==> src/rtl/int_sched_ctrl.sv <==
// Four-source vectored interrupt sequencer: sticky pending capture, enable masking,
// fixed or round-robin winner selection, and the int_ack / end-of-interrupt handshake.
module int_sched_ctrl #(
  parameter bit          RR_EN       = 1'b0,
  parameter logic [29:0] ADDR_PREFIX = 30'h3FFFFFFF
) (
  input  logic        clk,
  input  logic        rst,
  input  logic        done1,
  input  logic        done2,
  input  logic        done3,
  input  logic        done4,
  input  logic        en_we,
  input  logic [3:0]  en_wdata,
  input  logic        int_ack,
  input  logic        int_eoi,
  output logic        int_req,
  output logic [31:0] int_addr,
  output logic [1:0]  int_id,
  output logic        busy,
  output logic [3:0]  pending,
  output logic [3:0]  int_en
);

  localparam int unsigned NSRC = 4;
  localparam int unsigned IDW  = 2;

  typedef enum logic [1:0] {
    IDLE = 2'd0,
    REQ  = 2'd1,
    SERV = 2'd2
  } state_e;

  state_e            state_q;
  logic [NSRC-1:0]   pending_q;
  logic [NSRC-1:0]   pending_d;
  logic [NSRC-1:0]   int_en_q;
  logic [NSRC-1:0]   int_en_d;
  logic [NSRC-1:0]   done_vec;
  logic [NSRC-1:0]   eligible;
  logic [NSRC-1:0]   clr_mask;
  logic [IDW-1:0]    int_id_q;
  logic [IDW-1:0]    rr_ptr_q;
  logic [IDW-1:0]    scan_base;
  logic [IDW-1:0]    scan_idx;
  logic [IDW-1:0]    winner;
  logic              found;
  logic              grant;
  logic              int_req_q;
  logic              busy_q;

  assign done_vec = {done4, done3, done2, done1};
  assign eligible = pending_q & int_en_q;
  assign grant    = (state_q == REQ) && int_ack;

  // Scan start is the round-robin pointer, or index 0 for fixed priority.
  assign scan_base = RR_EN ? rr_ptr_q : IDW'(0);

  always_comb begin
    winner   = '0;
    found    = 1'b0;
    scan_idx = '0;
    for (int unsigned i = 0; i < NSRC; i++) begin
      scan_idx = IDW'(scan_base + IDW'(i));
      if (!found && eligible[scan_idx]) begin
        winner = scan_idx;
        found  = 1'b1;
      end
    end
  end

  // A new event on the granted bit in the same cycle outranks the clear.
  always_comb begin
    clr_mask  = grant ? (NSRC'(1) << int_id_q) : '0;
    pending_d = (pending_q & ~clr_mask) | done_vec;
    int_en_d  = en_we ? en_wdata : int_en_q;
  end

  always_ff @(posedge clk or posedge rst) begin
    if (rst) begin
      pending_q <= '0;
      int_en_q  <= '1;
    end else begin
      pending_q <= pending_d;
      int_en_q  <= int_en_d;
    end
  end

  // Handshake sequencer; the winner is locked in int_id_q from IDLE until the next IDLE.
  always_ff @(posedge clk or posedge rst) begin
    if (rst) begin
      state_q   <= IDLE;
      int_id_q  <= '0;
      rr_ptr_q  <= '0;
      int_req_q <= 1'b0;
      busy_q    <= 1'b0;
    end else begin
      case (state_q)
        IDLE: begin
          if (found) begin
            int_id_q  <= winner;
            state_q   <= REQ;
            int_req_q <= 1'b1;
            busy_q    <= 1'b1;
          end
        end
        REQ: begin
          if (int_ack) begin
            state_q   <= SERV;
            int_req_q <= 1'b0;
          end
        end
        SERV: begin
          if (int_eoi) begin
            state_q <= IDLE;
            busy_q  <= 1'b0;
            if (RR_EN) begin
              rr_ptr_q <= IDW'(int_id_q + IDW'(1));
            end
          end
        end
        default: begin
          state_q   <= IDLE;
          int_req_q <= 1'b0;
          busy_q    <= 1'b0;
        end
      endcase
    end
  end

  assign int_req  = int_req_q;
  assign int_id   = int_id_q;
  assign busy     = busy_q;
  assign pending  = pending_q;
  assign int_en   = int_en_q;
  assign int_addr = {ADDR_PREFIX, int_id_q};

endmodule
==> config.mk <==
export PLATFORM = sky130hd
export DESIGN_NAME = int_sched_ctrl
export DESIGN_NICKNAME = d
export VERILOG_FILES = /design/src/rtl/int_sched_ctrl.sv
export SDC_FILE = /design/constraint.sdc
export NUM_CORES = 1
export LEC_CHECK = 0
export CORE_AREA = 2 2 80 44
export CTS_CLUSTER_DIAMETER = 60
export DETAILED_ROUTE_END_ITERATION = 16
export DIE_AREA = 0 0 82 46
export PLACE_DENSITY = 0.75
export SLEW_MARGIN = 40
export SYNTH_ARGS = -nofsm -noshare
export SYNTH_HDL_FRONTEND = slang
export SYNTH_SLANG_ARGS = --single-unit
export TNS_END_PERCENT = 1
==> constraint.sdc <==
create_clock -name clk -period 2.9 [get_ports clk]
set_input_delay 0.58 -clock clk [delete_from_list [all_inputs] [get_ports clk]]
set_output_delay 0.58 -clock clk [all_outputs]
set_load 0.1 [all_outputs]
==> flow_summary_export.csv, run 1 <==
group,metric,value,unit
synth,yosysWarnings,0,
timing,setup_violations,0,
detailed_routing,routed_wl,1.78,mm
cells_and_area,area_delta_synth_final,22.3,%
detailed_routing,drt_first_pass_iters,4,
timing,period_share,58.8,%
synth,synth-async-reset-ratio,100,%
synth,syn-instance-count,89,
detailed_routing,via_per_inst,3.85,
synth,yosysUniqueCellTypes,20,
cells_and_area,multi_input_area,362,um2
cells_and_area,layout.nets,129,
hold_path,min_from,"busy",
floorplan,placementRows,15,
detailed_routing,drcViolationCount,0,
synth,synth-seq-cells,14,
setup_path,reg2reg_slack,1680,ps
clocking,post_cts_buffers,0,
timing,hold_viol_final,0,
hold_path,hold_class,"register to register",
timing,finalClockSkew,0.980,ps
detailed_routing,num_vias,604,
timing,fin_crit,1700,ps
cells_and_area,diodes,0,
synth,synthMuxAreaShare,5.17,%
setup_path,critPathTopFamily,"flip-flops",
floorplan,coreArea,3150,um2
clocking,htreeDepth,1,
cells_and_area,drive_gt1_share,24.3,%
placed_design,place.gp.congestion,0.741,
clocking,clock_latency,250,ps
synth,synth_edf_count,0,
placed_design,io_buffer_count,26,
timing,tns,0,ps
setup_path,r2r-end,"busy",
setup_path,path_class,"register to output pin",
setup_path,worstRegToRegCells,3,
hold_path,hold_depth,2,
grt,grt_pass1_wl,2.67,mm
hold_path,hold_end,"busy",
clocking,root_buffer,"clkbuf_8",
timing,maxSlewHeadroom,63.9,%
setup_path,slowest_delay,580,ps
placed_design,dpl.hpwl,1.40,mm
synth,synthTopCellsByCount,"buf_4 (33), dfrtp_1 (10), nand2_1 (7)",
clocking,cts_tree,"done",
setup_path,cp-end-kind,"output pin",
run_status,status,"finished, final reports clean",
setup_path,path_buf_inv,1,
grt,antenna_found_initial,0,
cells_and_area,ff_latch_area,355,um2
synth,synth_fa_ha_area_share,0,%
job,cap_violations,0,
setup_path,r2r_start,"pending[1]",
floorplan,start_util,27.6,%
synth,synth_xor_area_share,0,%
detailed_routing,drt_iter0_drc,16,
detailed_routing,post_drt_wl_per_cell,11.4,um
synth,synth_top_family_by_area,"buffers and inverters",
timing,fmax,587,MHz
timing,finalMaxSlewViolations,0,
synth,synth_flop_cell,"dfrtp_1",
cells_and_area,nFillCells,329,
setup_path,path_cells,"buf_4",
grt,grt_use_total,9.75,%
timing,worst_pin_slew,541,ps
detailed_routing,antenna_left,0,
clocking,ctsResizeCount,0,
synth,yosysTopAreaCell,"dfrtp_1",
synth,ys_seq_area_share,40.8,%
synth,synthSimpleGateAreaFrac,9.05,%
synth,synth_top_area_share,28.7,%
floorplan,die-width,82,um
setup_path,cp.required,2320,ps
synth,netlist_area,871,um2
synth,yosysMostFrequentCell,"buf_4",
grt,grt_overflow,0,
setup_path,startpoint_type,"register",
grt,grt_pass1_vias,538,
floorplan,io_pins,57,
synth,synth_compound_area_share,14.4,%
setup_path,worstPathArrival,1120,ps
floorplan,die_area,3770,um2
clocking,clk_pin_slew,60,ps
clocking,cts_buffers,3,
floorplan,die_h,46,um
synth,synthesis.area_per_instance,9.78,um2
grt,grt_max_degree,15,
setup_path,critical-path-slowest-cell,"dfstp_2",
synth,synth.area.top_cells,"dfrtp_1 (29%), buf_4 (28%), dfstp_2 (12%)",
clocking,postCtsHoldBufs,0,
clocking,cts.sinks,14,
timing,rsz0062_at_grt,"false",
setup_path,path_max_fanout,5,
clocking,cts.path.max_buffers,2,
==> worst max path at each step <==
stage               startpoint         end  slack [ps]  depth (start not counted)
finish               int_en[2]   int_en[2]        1200                          1
global route         int_en[2]   int_en[2]        1170                          1
CTS                  int_en[0]   int_en[0]        1200                          1
detailed placement     int_ack  pending[1]        1180                          4
global placement       int_ack  pending[1]        1220                          4
floorplan            int_id[0]   int_id[0]         940                          1
==> routing by layer <==
| metal | routed length (um) | global-route usage, % | up-vias |
|---|---|---|---|
| met5 | 0 | 0 | - |
| met2 | 851 | 15.8 | 21 |
| li1 | - | - | 292 |
| met3 | 148 | 3.37 | 2 |
| met4 | 18 | 3.33 | 0 |
| met1 | 765 | 12.3 | 289 |
==> flip-flops by register name, summed over array words and instances, names as in the netlist <==
name / count
int_en: 4
pending: 4
int_id: 2
state_q: 2
busy: 1
int_req: 1
==> cells in the final DEF, fill, tap and decap left out, types with 2 or more instances in the layout <==
master | Yosys | layout
a21o_1 | 2 | 2
a21oi_1 | 5 | 5
a22o_1 | 2 | 2
buf_4 | 33 | 14
clkbuf_8 | 0 | 4
clkdlybuf4s50_1 | 0 | 12
conb_1 | 1 | 30
dfrtp_1 | 10 | 10
dfstp_2 | 4 | 4
inv_1 | 4 | 4
mux2_2 | 4 | 4
nand2_1 | 7 | 7
nand2b_1 | 2 | 2
nor2_1 | 2 | 2
o21ai_0 | 4 | 4
o31ai_1 | 3 | 3
==> cells by family after synthesis <==
group | after synthesis
AO/OA/AOI/OAI | 18
buffers and inverters | 37
flip-flops | 14
multiplexers | 4
other | 1
AND/OR/NAND/NOR | 15
==> stage by stage <==
step	hold slack (ps)	instances	instance area (um2)	setup slack (ps)	util, %
after floorplan	466	118	980	936	-
after global placement	505	153	1010	1220	32.0
after detailed placement	509	153	1010	1180	32.0
after CTS	537	157	1060	1200	33.8
after global routing	593	157	1060	1170	33.8
final	543	157	1060	1200	33.8
==> area by class of cell <==
cell class	instances	share of cell area [%]
Clock buffer	4	5.17
Inverter	4	1.41
Multi-Input combinational cell	67	34.0
Sequential cell	14	33.4
Tap cell	42	4.94
Timing Repair Buffer	26	21.2
Power of run 1 is not shown: default switching activity piles up to over one toggle a cycle in this logic, so the estimate is an artifact.
==> run 2, diff against run 1 <==
Clock period 2.9 ns to 1.6 ns, I/O delays scaled along.
==> run 2 against run 1 <==
Global-route usage increased by 0.52 points. Sequential share of layout area shrank 4.6 points. First-iteration DRC count decreased by 69%. Critical path depth stayed put. Count of clock-buffer cells in the layout is the same. Register-to-register slack got worse by 1300 ps. Cell area rose by 17%. Critical endpoint is now int_en[0]. Core utilization increased by 5.6 points.
==> flow_summary_export.csv, run 2 (synthesized netlist as in run 1, its figures left out) <==
group,metric,value,unit
setup_path,path_class,"register to output pin",
clocking,htreeDepth,1,
placed_design,place.gp.congestion,0.780,
cells_and_area,postLayoutCellArea,1240,um2
setup_path,r2r-end,"int_req",
clocking,clk_pin_slew,60,ps
clocking,postCtsHoldBufs,0,
grt,grt_use_total,10.3,%
cells_and_area,drive_gt1_share,25.2,%
clocking,cts.path.max_buffers,2,
setup_path,startpoint_type,"register",
pwr,total_power,2.83,mW
cells_and_area,area_delta_synth_final,42.5,%
cells_and_area,final_common_cell,"conb_1",
timing,setup_violations,0,
placed_design,io_buffer_count,26,
timing,finalMaxSlewViolations,0,
timing,hold_viol_final,0,
job,cap_violations,0,
setup_path,cp.required,1280,ps
grt,grt_pass1_wl,2.76,mm
setup_path,worstRegToRegCells,3,
floorplan,die-width,82,um
floorplan,placementRows,15,
run_status,status,"finished, final reports clean",
setup_path,r2r_start,"pending[1]",
cells_and_area,ff_latch_area,357,um2
floorplan,die_h,46,um
setup_path,critical-path-slowest-cell,"dfstp_2",
setup_path,path_buf_inv,1,
detailed_routing,drt_iter0_drc,5,
pwr,max-vdd-ir-drop,1050,uV
setup_path,cp-end-kind,"output pin",
cells_and_area,multi_input_area,362,um2
detailed_routing,num_vias,633,
setup_path,reg2reg_slack,330,ps
hold_path,hold_class,"input port to async pin",
clocking,root_buffer,"clkbuf_8",
setup_path,critPathTopFamily,"flip-flops",
detailed_routing,drcViolationCount,0,
floorplan,io_pins,57,
clocking,cts_buffers,3,
timing,fin_ws,236,ps
placed_design,dpl_cell_area,1190,um2
setup_path,path_max_fanout,5,
clocking,ctsResizeCount,0,
pwr,p_leak,0.564,nW
cells_and_area,diodes,0,
timing,tns,0,ps
detailed_routing,antenna_left,0,
floorplan,start_util,27.6,%
setup_path,worstPathArrival,1040,ps
detailed_routing,routed_wl,1.89,mm
setup_path,path_cells,"buf_12",
timing,rsz0062_at_grt,"false",
timing,maxSlewHeadroom,65.9,%
detailed_routing,drt_first_pass_iters,4,
clocking,post_cts_buffers,0,
setup_path,slowest_delay,610,ps
grt,grt_overflow,0,
grt,grt_max_degree,15,
placed_design,dpl.hpwl,1.51,mm
timing,period_share,85.2,%
grt,antenna_found_initial,0,
timing,worst_pin_slew,511,ps
clocking,cts_tree,"done",
clocking,cts.sinks,14,
floorplan,coreArea,3150,um2
cells_and_area,final_cell_mix,"conb_1 (30), buf_12 (14), clkdlybuf4s50_1 (12), dfrtp_1 (9), nand2_1 (7)",
detailed_routing,via_per_inst,4.03,
clocking,clock_latency,240,ps
grt,grt_pass1_vias,605,
timing,finalClockSkew,5.34,ps
floorplan,die_area,3770,um2
pwr,powerDensity,2280,nW/um2
timing,fmax,733,MHz
cells_and_area,layout.nets,129,
timing,fin_crit,1360,ps
detailed_routing,post_drt_wl_per_cell,12.0,um
cells_and_area,nFillCells,317,
placed_design,pre_cts_ws,128,ps
## run 2: how the worst max path moves through the flow
stage / from / endpoint / cells after the start
2_1_floorplan: int_id[1] / int_id[1] / 1
3_3_place_gp: int_ack / pending[1] / 4
3_5_place_dp: int_ack / pending[0] / 4
4_1_cts: int_en[0] / int_en[0] / 1
5_1_grt: int_en[0] / int_en[0] / 1
6_report: int_en[0] / int_en[0] / 1
## run 2: metal layers
layer | share of wire, % | vias to the layer above | routed length (um) | GRT usage, %
met3 | 7.9 | 8 | 149 | 3.97
met4 | 3.5 | 0 | 67 | 7.00
li1 | - | 289 | - | -
met2 | 51 | 33 | 966 | 17.1
met5 | 0 | - | 0 | 0
met1 | 37 | 303 | 706 | 11.1
## run 2: through the flow
stage               cells  hold WS, ps  utilization, %
finish                157          418            39.4
global route          157          470            39.4
CTS                   157          440            39.4
detailed placement    153          590            37.6
global placement      153          565            37.6
floorplan             118          206               -
## run 2: power breakdown
part / leakage [nW] / switching (mW) / total [mW] / internal [mW]
logic: 0.389 / 1.28 / 1.81 / 0.533
clock network: 0.0288 / 0.116 / 0.334 / 0.218
registers: 0.147 / 0.217 / 0.685 / 0.469
total: 0.564 / 1.61 / 2.83 / 1.22
## run 2: final cells by class
type / instances / share of cell area [%]
Timing Repair Buffer: 26 / 32.3
Multi-Input combinational cell: 67 / 29.1
Sequential cell: 14 / 28.7
Tap cell: 42 / 4.23
Clock buffer: 4 / 4.44
Inverter: 4 / 1.21
Note: power is estimated with default switching activity, not from simulation.
==> RTL change 1: new RTL, settings of run 2 <==
The parameter `RR_EN` goes from 1'b0 to 1'b1.
--- a/src/rtl/int_sched_ctrl.sv
+++ b/src/rtl/int_sched_ctrl.sv
@@ -2,5 +2,5 @@
 // fixed or round-robin winner selection, and the int_ack / end-of-interrupt handshake.
 module int_sched_ctrl #(
-  parameter bit          RR_EN       = 1'b0,
+  parameter bit          RR_EN       = 1'b1,
   parameter logic [29:0] ADDR_PREFIX = 30'h3FFFFFFF
 ) (
Function: changed (a bounded check fails within 10 cycles, from zero or initial values and one cycle with rst high).
==> RTL change 1 against run 2 <==
  * Synthesized area up 18%
  * Wire length up 7.1%
  * Maximum frequency down 8.7%
  * Hold slack worse by 41 ps
  * Final area up 15%
  * Sequential power up 13%
  * Power up 4.7%
  * Worst setup slack worse by 130 ps
  * Sequential cell count up 2
  * Non-clock buffer count up 3
==> RTL change 1: results (changes against run 2) <==
| Metric | Value |
|---|---|
| Largest net degree at the start of global routing | `17 (was 15)` |
| Post-DP Area | `0.001378 mm^2 (was 0.001186 mm^2)` |
| NetSw | `1.617 mW (was 1.608 mW)` |
| Unique cell type count in the Yosys netlist | `28 (was 20)` |
| CP arrival | `1630 ps (was 1040 ps)` |
| Peak supply drop | `0.8853 mV (was 1.051 mV)` |
| ANT cells | `0 (unchanged)` |
| Met3 wire len | `160 um (was 149 um)` |
| Post-DP HPWL | `1.655 mm (was 1.510 mm)` |
| DRC Markers | `0 (unchanged)` |
| Met2 WL post-DR | `963 um (was 966 um)` |
| Post-synthesis sequential area ratio | `0.3951 (was 0.4080)` |
| Min-Delay Path Class | `input port to asynchronous set/reset pin (unchanged)` |
| Static Leakage | `0.6707 nW (was 0.5645 nW)` |
| Nets | `152 (was 129)` |
| Number of antenna violations at the first check in global routing | `0 (unchanged)` |
| Top cells by count, synth | `32 x buf_4, 13 x nand2_1, 12 x dfrtp_1, 6 x inv_1, 5 x mux2_2 (was 33 x buf_4, 10 x dfrtp_1, 7 x nand2_1, 5 x a21oi_1)` |
| Met1 WL | `902 um (was 706 um)` |
| Comb pwr share | `0.618 (was 0.640)` |
| Pwr dens | `2067 mW/mm^2 (was 2278 mW/mm^2)` |
| Layout cells sized above 1 | `0.2985 (was 0.2522)` |
| Synthesis warning total | `0 (unchanged)` |
| Fillers | `284 (was 317)` |
| Post-place setup slack | `-34.95 ps (was 128.0 ps)` |
| Wire per inst | `11.51 um (was 12.04 um)` |
| Worst R2R End | `int_id[0] (was int_req)` |
| DR top layer | `met3 (was met4)` |
| Clk power | `355 uW (was 334 uW)` |
| First-pass GRT wire length | `3.222 mm (was 2.760 mm)` |
| Crit Path Category | `register to register (was register to output pin)` |
| Initial drt markers | `40 (was 5)` |
| GPL Wtd Cong | `0.7809 (was 0.7804)` |
| R2R depth | `3 (unchanged)` |
| Top FF cell, synth | `dfrtp_1 (unchanged)` |
| Number of vias per cell | `4.108 (was 4.032)` |
| Status | `complete, no violations (unchanged)` |
| Critical path peak fanout | `4 (was 5)` |
| Vias in the first global route | `705 (was 605)` |
| FFs w/ async S/R, synth | `1.000 (unchanged)` |
| Worst reg-to-reg setup slack | `110 ps (was 330 ps)` |
| Top cells by area, synth | `dfrtp_1 29%, buf_4 23%, dfstp_2 10% (was dfrtp_1 29%, buf_4 28%, dfstp_2 12%)` |
| Final worst path period need | `1495 ps (was 1364 ps)` |
| Fin Clk Skew | `1.808 ps (was 5.343 ps)` |
| CTS resizes | `0 (unchanged)` |
| GR Util All Layers | `0.1154 (was 0.1027)` |
| Crit path launch | `int_en[2] (was int_en[0])` |
| Clock Pin Slew Worst Setup and Hold Paths | `70 ps` |
## RTL change 1: cell count changes after synthesis, moves of 3 or more
cell / before / now
nand2_1: 7 / 13
a21oi_1: 5 / 1
ha_1: 0 / 4
o31ai_1: 3 / 0
## RTL change 1: how the worst min path moves through the flow
stage / from / end / cells after the start
floorplan: rst / busy / 1
global placement: rr_ptr_q[0] / rr_ptr_q[0] / 2
detailed placement: rr_ptr_q[0] / rr_ptr_q[0] / 2
CTS: rst / pending[1] / 3
global route: rst / rr_ptr_q[0] / 3
finish: rst / state_q[1] / 3
## RTL change 1: routing by layer
| layer | GRT usage | vias up |
|---|---|---|
| met4 | 0.02333 | 0 |
| met2 | 0.1789 | 29 |
| met5 | 0 | - |
| li1 | - | 349 |
| met3 | 0.03571 | 0 |
| met1 | 0.1600 | 345 |
## RTL change 1: logic make-up after synthesis
kind of cell,Yosys count,synth area share
other,1,0.003655
AO/OA/AOI/OAI,19,0.1390
buffers and inverters,39,0.2598
AND/OR/NAND/NOR,21,0.09879
adder cells (fa/ha/maj),4,0.04878
flip-flops,16,0.3951
multiplexers,5,0.05487
## RTL change 1: cell type report
| cell class | instances | share of cell area |
|---|---|---|
| Clock buffer | 4 | 0.03843 |
| Inverter | 6 | 0.01572 |
| Timing Repair Buffer | 29 | 0.2952 |
| Sequential cell | 16 | 0.2908 |
| Tap cell | 42 | 0.03668 |
| Multi-Input combinational cell | 79 | 0.3231 |
## RTL change 1: through the flow
step                hold WS, ps  instances  utilization
finish                    376.6        176       0.4544
global route              414.8        176       0.4544
CTS                       385.1        176       0.4544
detailed placement        507.0        172       0.4369
global placement          505.7        172       0.4369
floorplan                 230.5        134            -
## RTL change 1: worst max-delay path, stage by stage (launching register included)
cell	delay [ps]
dfstp_4	620
a22oi_2	100
a311o_1	430
a32o_2	240
==> RTL change 2: new RTL, config.mk and constraints of run 2 <==
Made on the original files. Encoding of `state_e`: now one-hot (3 bits for 3 states).
--- a/src/rtl/int_sched_ctrl.sv
+++ b/src/rtl/int_sched_ctrl.sv
@@ -26,8 +26,8 @@
   localparam int unsigned IDW  = 2;
 
-  typedef enum logic [1:0] {
-    IDLE = 2'd0,
-    REQ  = 2'd1,
-    SERV = 2'd2
+  typedef enum logic [2:0] {
+    IDLE = 3'b001,
+    REQ  = 3'b010,
+    SERV = 3'b100
   } state_e;
 
Check against the original RTL: same outputs for any inputs over 10 cycles, from zero or initial values and one cycle with rst high; not proved beyond that.
==> RTL change 2 against run 2 <==
  * Worst setup slack got worse by 22 ps
  * Final area increased by 5.8%
  * Via count increased by 0.95%
  * Critical endpoint is now int_id[0]
  * Sequential power increased by 3.5%
  * Sequential cell count increased by 1
  * Non-clock buffer count increased by 2
  * Synthesized area increased by 6.6%
  * Clock skew decreased by 3.2 ps
  * Maximum frequency decreased by 1.6%
  * Count of clock-buffer cells in the layout decreased by 1
  * Power decreased by 3.1%
  * Clock power decreased by 9.9%
  * Wire length decreased by 5.3%
==> RTL change 2: results (changes against run 2) <==
| Metric | Value |
|---|---|
| Post-synthesis sequential area ratio | `0.4111 (was 0.4080)` |
| Nets | `131 (was 129)` |
| Seq_cells | `15 (was 14)` |
| Avg Cell Area, Syn | `10.55 um^2 (was 9.785 um^2)` |
| Wire per inst | `11.26 um (was 12.04 um)` |
| Worst R2R End | `int_id[0] (was int_req)` |
| ClkCell Share | `0.03524 (was 0.04435)` |
| Met3 usage | `0.03571 (was 0.03968)` |
| Unique cell type count in the Yosys netlist | `23 (was 20)` |
| Fillers | `292 (was 317)` |
| Synth Area in Compound Gates | `0.1415 (was 0.1437)` |
| Non-clk bufs | `28 (was 26)` |
| Layout cells sized above 1 | `0.2991 (was 0.2522)` |
| CP arrival | `1550 ps (was 1040 ps)` |
| GR met2 Demand/Resource | `0.1577 (was 0.1707)` |
| Cell Count, Final, Fillers Out | `159 (was 157)` |
| Synthesis warning total | `0 (unchanged)` |
| Area of the multi-input gates | `411.6 um^2 (was 361.6 um^2)` |
| Internal | `1.228 mW (was 1.219 mW)` |
| Inverters | `1 (was 4)` |
| First-pass GRT wire length | `2.863 mm (was 2.760 mm)` |
| Static Leakage | `0.5725 nW (was 0.5645 nW)` |
| Largest net degree at the start of global routing | `16 (was 15)` |
| Post-DP HPWL | `1.482 mm (was 1.510 mm)` |
| Hold Slack | `365.4 ps (was 417.5 ps)` |
| Met3 wire len | `134 um (was 149 um)` |
| Fin Clk Skew | `2.184 ps (was 5.343 ps)` |
| Top cells by count, synth | `32 x buf_4, 10 x dfrtp_1, 9 x a21oi_1, 5 x dfstp_2 (was 33 x buf_4, 10 x dfrtp_1, 7 x nand2_1, 5 x a21oi_1)` |
| Worst R2R Start | `state_q[0] (was pending[1])` |
| Met1 WL | `815 um (was 706 um)` |
| Worst reg-to-reg setup slack | `210 ps (was 330 ps)` |
| Drt pass-1 iters | `4 (unchanged)` |
| Final worst path period need | `1386 ps (was 1364 ps)` |
| Met2 WL post-DR | `805 um (was 966 um)` |
| Seq area share | `0.2924 (was 0.2873)` |
| Multi-input gate count | `69 (was 67)` |
| Vias in the first global route | `573 (was 605)` |
| Proportion of synthesized area in mux cells | `0.04852 (was 0.05172)` |
| Critical path peak fanout | `8 (was 5)` |
| Initial drt markers | `28 (was 5)` |
| Vias post-DR | `639 (was 633)` |
| # clk buffers | `3 (was 4)` |
| NetSw | `1.512 mW (was 1.608 mW)` |
| Clock share of power | `0.110 (was 0.118)` |
| Signal buf overhead | `0.3162 (was 0.3226)` |
| Crit path max-delay family | `flip-flops (unchanged)` |
| GPL Wtd Cong | `0.7867 (was 0.7804)` |
| GR Util All Layers | `0.1075 (was 0.1027)` |
| Post-synthesis adder-cell area fraction | `0 (unchanged)` |
| Peak supply drop | `0.7374 mV (was 1.051 mV)` |
| Post-place setup slack | `81.91 ps (was 128.0 ps)` |
| Status | `complete, no violations (unchanged)` |
| Met1 Resource Use GR | `0.1401 (was 0.1111)` |
==> RTL change 2: changes by cell type after synthesis, moves of 3 or more <==
| cell | change |
|---|---|
| o21ai_0 | -4 |
| a21oi_1 | +4 |
| inv_1 | -3 |
| o31ai_1 | -3 |
| nand2_1 | -6 |
| nand3b_1 | +3 |
==> RTL change 2: through the flow <==
stage / setup TNS [ps] / cell area [um^2]
floorplan: -296.1 / 1040
global placement: 0 / 1267
detailed placement: 0 / 1267
CTS: 0 / 1314
global route: 0 / 1314
finish: 0 / 1314
==> RTL change 2: worst max-delay path by stage <==
stage | endpoint | from
3_3_place_gp | pending[3] | int_ack
4_1_cts | int_id[0] | state_q[0]
3_5_place_dp | pending[3] | int_ack
6_report | int_id[0] | state_q[0]
5_1_grt | int_id[0] | state_q[0]
2_1_floorplan | int_id[0] | int_id[0]
==> RTL change 2: worst min-delay path, delay by kind of cell <==
| family | cells | cell delay (ps) |
|---|---|---|
| buffers and inverters | 3 | 650 |
